## src/rtl/decode_pkg.sv

```systemverilog
// Shared decode-stage definitions.
//   DATA_WIDTH     default operand / PC / immediate width
//   ADDRESS_WIDTH  default register address width
//   ZERO_ADDR      address of the hard-wired zero register (x0)
//   ctrl_t         decoded control bundle carried from D into E (11 bits)
//   CTRL_NOP       all-zero control bundle used for bubbles
package decode_pkg;

    localparam int DATA_WIDTH    = 32;
    localparam int ADDRESS_WIDTH = 5;

    localparam logic [ADDRESS_WIDTH-1:0] ZERO_ADDR = '0;

    typedef struct packed {
        logic       reg_write;
        logic [1:0] result_src;
        logic       mem_write;
        logic       jump;
        logic       branch;
        logic [3:0] alu_control;
        logic       alu_src;
    } ctrl_t;

    localparam ctrl_t CTRL_NOP = '0;

endpackage

```

## src/rtl/operand_bypass.sv

```systemverilog
// Register-file read bypass for one operand.
// Ports:
//   rs_i  in   source register address
//   rd_i  in   value read for that address (or the currently held operand)
//   we_i  in   writeback write enable, already qualified by the caller
//   a3_i  in   writeback address
//   wd3_i in   writeback data
//   op_o  out  operand after bypass: 0 for x0, writeback data on a match,
//              otherwise rd_i
// Writes to x0 never bypass, so a stray writeback to x0 cannot make x0 read
// non-zero.
module operand_bypass #(
    parameter int DATA_WIDTH    = 32,
    parameter int ADDRESS_WIDTH = 5
) (
    input  logic [ADDRESS_WIDTH-1:0] rs_i,
    input  logic [DATA_WIDTH-1:0]    rd_i,
    input  logic                     we_i,
    input  logic [ADDRESS_WIDTH-1:0] a3_i,
    input  logic [DATA_WIDTH-1:0]    wd3_i,
    output logic [DATA_WIDTH-1:0]    op_o
);

    always_comb begin
        op_o = rd_i;
        if (rs_i == '0) begin
            op_o = '0;
        end else if (we_i && (a3_i != '0) && (a3_i == rs_i)) begin
            op_o = wd3_i;
        end
    end

endmodule

```

## src/rtl/decode_execute_reg.sv

```systemverilog
// Decode -> Execute pipeline register with writeback bypass.
// Ports:
//   clk, rst            clock, synchronous active-high reset
//   stall_e, flush_e    hold E contents / replace them with a bubble
//   valid_d, ctrl_d     D-stage valid and control bundle
//   rd1_d, rd2_d        register file read data
//   rs1_d, rs2_d, rd_d  source / destination addresses
//   imm_ext_d, pc_d, pc_plus4_d
//   we3_w, a3_w, wd3_w  writeback port (same signals as the register file)
//   *_e                 registered E-stage copies of the D-stage fields
// Edge priority is rst > flush_e > stall_e > load. All outputs are flops.
module decode_execute_reg
    import decode_pkg::ctrl_t;
    import decode_pkg::CTRL_NOP;
#(
    parameter int DATA_WIDTH    = decode_pkg::DATA_WIDTH,
    parameter int ADDRESS_WIDTH = decode_pkg::ADDRESS_WIDTH
) (
    input  logic                     clk,
    input  logic                     rst,
    input  logic                     stall_e,
    input  logic                     flush_e,
    input  logic                     valid_d,
    input  ctrl_t                    ctrl_d,
    input  logic [DATA_WIDTH-1:0]    rd1_d,
    input  logic [DATA_WIDTH-1:0]    rd2_d,
    input  logic [ADDRESS_WIDTH-1:0] rs1_d,
    input  logic [ADDRESS_WIDTH-1:0] rs2_d,
    input  logic [ADDRESS_WIDTH-1:0] rd_d,
    input  logic [DATA_WIDTH-1:0]    imm_ext_d,
    input  logic [DATA_WIDTH-1:0]    pc_d,
    input  logic [DATA_WIDTH-1:0]    pc_plus4_d,
    input  logic                     we3_w,
    input  logic [ADDRESS_WIDTH-1:0] a3_w,
    input  logic [DATA_WIDTH-1:0]    wd3_w,
    output logic                     valid_e,
    output ctrl_t                    ctrl_e,
    output logic [DATA_WIDTH-1:0]    rd1_e,
    output logic [DATA_WIDTH-1:0]    rd2_e,
    output logic [ADDRESS_WIDTH-1:0] rs1_e,
    output logic [ADDRESS_WIDTH-1:0] rs2_e,
    output logic [ADDRESS_WIDTH-1:0] rd_e,
    output logic [DATA_WIDTH-1:0]    imm_ext_e,
    output logic [DATA_WIDTH-1:0]    pc_e,
    output logic [DATA_WIDTH-1:0]    pc_plus4_e
);

    logic                     valid_q;
    ctrl_t                    ctrl_q;
    logic [DATA_WIDTH-1:0]    rd1_q, rd2_q;
    logic [ADDRESS_WIDTH-1:0] rs1_q, rs2_q, rd_q;
    logic [DATA_WIDTH-1:0]    imm_ext_q, pc_q, pc_plus4_q;

    // One bypass per operand serves both paths: while stalled it looks at the
    // held address/value so a writeback landing during the stall is not lost;
    // otherwise it looks at the incoming D-stage read. A bubble held in E must
    // not pick up writebacks, hence the valid_q qualifier on the stall path.
    logic [ADDRESS_WIDTH-1:0] rs1_sel, rs2_sel;
    logic [DATA_WIDTH-1:0]    rd1_sel, rd2_sel;
    logic                     byp_we;
    logic [DATA_WIDTH-1:0]    rd1_d_byp, rd2_d_byp;

    assign rs1_sel = stall_e ? rs1_q : rs1_d;
    assign rs2_sel = stall_e ? rs2_q : rs2_d;
    assign rd1_sel = stall_e ? rd1_q : rd1_d;
    assign rd2_sel = stall_e ? rd2_q : rd2_d;
    assign byp_we  = we3_w && (!stall_e || valid_q);

    operand_bypass #(
        .DATA_WIDTH    (DATA_WIDTH),
        .ADDRESS_WIDTH (ADDRESS_WIDTH)
    ) u_byp1 (
        .rs_i  (rs1_sel),
        .rd_i  (rd1_sel),
        .we_i  (byp_we),
        .a3_i  (a3_w),
        .wd3_i (wd3_w),
        .op_o  (rd1_d_byp)
    );

    operand_bypass #(
        .DATA_WIDTH    (DATA_WIDTH),
        .ADDRESS_WIDTH (ADDRESS_WIDTH)
    ) u_byp2 (
        .rs_i  (rs2_sel),
        .rd_i  (rd2_sel),
        .we_i  (byp_we),
        .a3_i  (a3_w),
        .wd3_i (wd3_w),
        .op_o  (rd2_d_byp)
    );

    always_ff @(posedge clk) begin
        // An invalid D-stage instruction loads as a bubble, identical to flush.
        if (rst || flush_e || (!stall_e && !valid_d)) begin
            valid_q    <= 1'b0;
            ctrl_q     <= CTRL_NOP;
            rd1_q      <= '0;
            rd2_q      <= '0;
            rs1_q      <= '0;
            rs2_q      <= '0;
            rd_q       <= '0;
            imm_ext_q  <= '0;
            pc_q       <= '0;
            pc_plus4_q <= '0;
        end else if (stall_e) begin
            rd1_q <= rd1_d_byp;
            rd2_q <= rd2_d_byp;
        end else begin
            valid_q    <= 1'b1;
            ctrl_q     <= ctrl_d;
            rd1_q      <= rd1_d_byp;
            rd2_q      <= rd2_d_byp;
            rs1_q      <= rs1_d;
            rs2_q      <= rs2_d;
            rd_q       <= rd_d;
            imm_ext_q  <= imm_ext_d;
            pc_q       <= pc_d;
            pc_plus4_q <= pc_plus4_d;
        end
    end

    assign valid_e    = valid_q;
    assign ctrl_e     = ctrl_q;
    assign rd1_e      = rd1_q;
    assign rd2_e      = rd2_q;
    assign rs1_e      = rs1_q;
    assign rs2_e      = rs2_q;
    assign rd_e       = rd_q;
    assign imm_ext_e  = imm_ext_q;
    assign pc_e       = pc_q;
    assign pc_plus4_e = pc_plus4_q;

endmodule

```

## config.mk

```make
export PLATFORM = sky130hd
export DESIGN_NAME = decode_execute_reg
export DESIGN_NICKNAME = d
export VERILOG_FILES = /design/src/rtl/decode_pkg.sv /design/src/rtl/operand_bypass.sv /design/src/rtl/decode_execute_reg.sv
export SDC_FILE = /design/constraint.sdc
export NUM_CORES = 1
export LEC_CHECK = 0
export ABC_CLOCK_PERIOD_IN_PS = 2200
export CAP_MARGIN = 25
export CORE_UTILIZATION = 25
export DETAILED_ROUTE_END_ITERATION = 7
export HOLD_SLACK_MARGIN = 0.02
export SKIP_CTS_REPAIR_TIMING = 1
export SYNTH_ARGS = -nofsm -noshare
export SYNTH_HDL_FRONTEND = slang
export SYNTH_SLANG_ARGS = --single-unit
```

## constraint.sdc

```tcl
create_clock -name clk -period 2.2 [get_ports clk]
set_clock_uncertainty 0.1 [all_clocks]
set_input_delay 0.44 -clock clk [delete_from_list [all_inputs] [get_ports clk]]
set_output_delay 0.44 -clock clk [all_outputs]
set_load 0.01 [all_outputs]
```

==> flow_summary.toml <==
[sta]
totalNegativeSetupSlack_ps = 0
final.period_utilization = 0.908
post-route-min-period_ps = 2000
fin_worst_hold_slack_ps = 240
finalHoldViolations = 0
grt_setup_unrepaired = "no"
slew_headroom = 0.441
max_clock_freq_ghz = 0.501
slew_of_the_pin_with_the_lowest_slew_margin_ps = 839
setup_viol = 0
slew_violations = 0

[grt]
initial_antenna_violation_count = 0
first_global_vias = 6688
globalRoute.totalOverflow = 0
grt_util_all_layers = 0.159
grt_max_degree = 119
grt_pass1_wl_mm = 38.6

[worst_setup_path]
crit_path_end_kind = "register"
worst_path_max_fanout = 32
worst-setup-path-type = "in -> reg"
setup_crit_start_kind = "input port"
critical_path_required_ps = 2440
crit_path_arrival_time_ps = 2230

[logic_synthesis]
synth_top_family_by_area = "multiplexers"
postSynthRegisterBits = 187
syn-instance-count = 718
synth_area_mm2 = 0.00777
synth_sequential_area_ratio = 0.482
synthSimpleGateAreaFrac = 0.111
synthAdderAreaFrac = 0
ys_types = 25
synth_compound_area_frac = 0.106
multiplexer_share_of_the_synthesized_area = 0.245
syn-mean-instance-area_um2 = 10.8
yosys_warnings = 0
synthesis.nets = 947
synth_xor_area_frac = 0.0113

[die]
std_cell_rows = 64
die-area_mm2 = 0.0318
die_height_um = 178
initial_core_util = 0.254
die-width_um = 178
floorplan.io_pins = 416
design.core.area_mm2 = 0.0306

[drt]
wl_mm = 26.4
drt-pass1-iter-count = 6
drc_errors = 0
antenna_violating_nets_post_route = 0
routed_wire_length_per_instance_um = 17.3
vias = 6783
detail_route.iter0.violations = 255
post_drt_via_cell_ratio = 4.44

[place]
dp.cells = 1495
place.port_buffers = 415
gpl.final_weighted_congestion = 0.758
place_hpwl_mm = 19.0

[layout]
insertedDiodeCount = 0
finalCoreUtilization = 0.427
layout-drive-gt1-share = 0.115
layout-area-overhead-vs-synth_pct = 67.9
final_nets = 1347
finish.cell_count_without_fillers = 1527

[run]
max_cap_viol_count = 0

[pwr]
power.density_cell_area_mw_per_mm2 = 624
power_leakage_nw = 4.95
vdd_drop_max_mv = 0.519
power_mw = 8.14

[clock_network]
cts_htree_levels = 4
clock_latency_of_the_later_clocked_register_in_the_worst_skew_pair_ps = 430
clock_pin_slew_on_the_worst_setup_and_hold_paths_ps = 70
clock_buffer_depth = 2
cts_tree = "done"
clock-root-buffer = "clkbuf_16"
cts_inserted_buffers = 17
clock-sinks = 187

[min_path]
hold_path.class = "in -> reg"

[run_status]
run_status = "finished, final reports clean"
[state kept, by name, indices dropped and copies added (netlist names)]
| name | flops |
|---|---|
| ctrl_e | 11 |
| rd2_e | 32 |
| pc_plus4_e | 32 |
| imm_ext_e | 32 |
| valid_e | 1 |
| rd1_e | 32 |
| pc_e | 32 |
| rs1_e | 5 |
| rd_e | 5 |
| rs2_e | 5 |
[metrics by stage]
step                setup slack (ps)  instance area [um^2]
finish                           202                 13000
global route                    73.4                 13000
CTS                              213                 13000
detailed placement              -227                 12400
global placement                -223                 12400
floorplan                       62.2                  7770
[where the power goes]
group | leakage (nW) | internal (mW) | switching, mW
clock | 0.305 | 1.84 | 1.50
sequential | 1.52 | 3.47 | 0.0485
combinational | 3.13 | 0.750 | 0.517
[path summary, 6_finish.rpt]
| path | from | to | slack (ps) | depth (start not counted) |
|---|---|---|---|---|
| setup / recovery | a3_w[0] | rd2_e[0] | 200 | 7 |
| setup reg to reg | valid_e | rd2_e[0] | 360 | 6 |
| hold reg to reg | pc_e[23] | pc_e[23] | 390 | 2 |
| hold / removal | stall_e | valid_e | 240 | 2 |
[per-layer routing]
metal,GRT usage,share of wire,vias to the layer above
met4,0.0508,0.018,0
met5,0,0,-
met2,0.261,0.46,302
met1,0.184,0.40,3132
met3,0.0708,0.12,22
li1,-,-,3327
[cells in the final DEF, fill, tap and decap left out, drive strengths merged, types with 4 or more instances in the layout]
cell type      instances
inv                   10
dfxtp                187
a211oi                64
clkdlybuf4s50        414
nor3                  64
buf                   28
nand2                  4
xor2                   8
clkbuf                17
mux2i                186
nor2                 123
[cell usage after synthesis, drive strengths merged]
cell type / instances / area, um^2
a21o: 2 / 15.0
a211oi: 64 / 781
nor3: 64 / 320
clkbuf: 30 / 113
a21oi: 1 / 5.00
nor4: 3 / 18.8
inv: 3 / 11.3
a221oi: 1 / 8.76
mux2i: 186 / 1900
nand2: 4 / 15.0
or4: 2 / 15.0
nand4: 2 / 18.8
nor2: 123 / 462
xnor2: 2 / 17.5
buf: 31 / 225
xor2: 8 / 70.1
o21ai: 3 / 15.0
dfxtp: 187 / 3740
or2: 2 / 12.5
[cell families (layout without fill, tap and decap cells)]
logic type	count (synthesis)	count (layout)
multiplexers	186	186
AND/OR/NAND/NOR	200	200
AO/OA/AOI/OAI	71	71
XOR/XNOR	10	10
buffers and inverters	64	477
flip-flops	187	187
[layout make-up]
class,count,area [um^2]
Tap cell,396,495
Sequential cell,187,3740
Clock inverter,15,206
Inverter,3,11.3
Fill cell,2949,17500
Timing Repair Buffer,442,4470
Multi-Input combinational cell,467,3690
Clock buffer,17,425
[critical path, cell delays in order]
cell	delay [ps]
clkdlybuf4s50_1	500
nor4_1	70
a221oi_1	330
nand2_1	110
or2_2	330
buf_12	190
a211oi_1	230
Note: power is estimated with default switching activity, not from simulation.
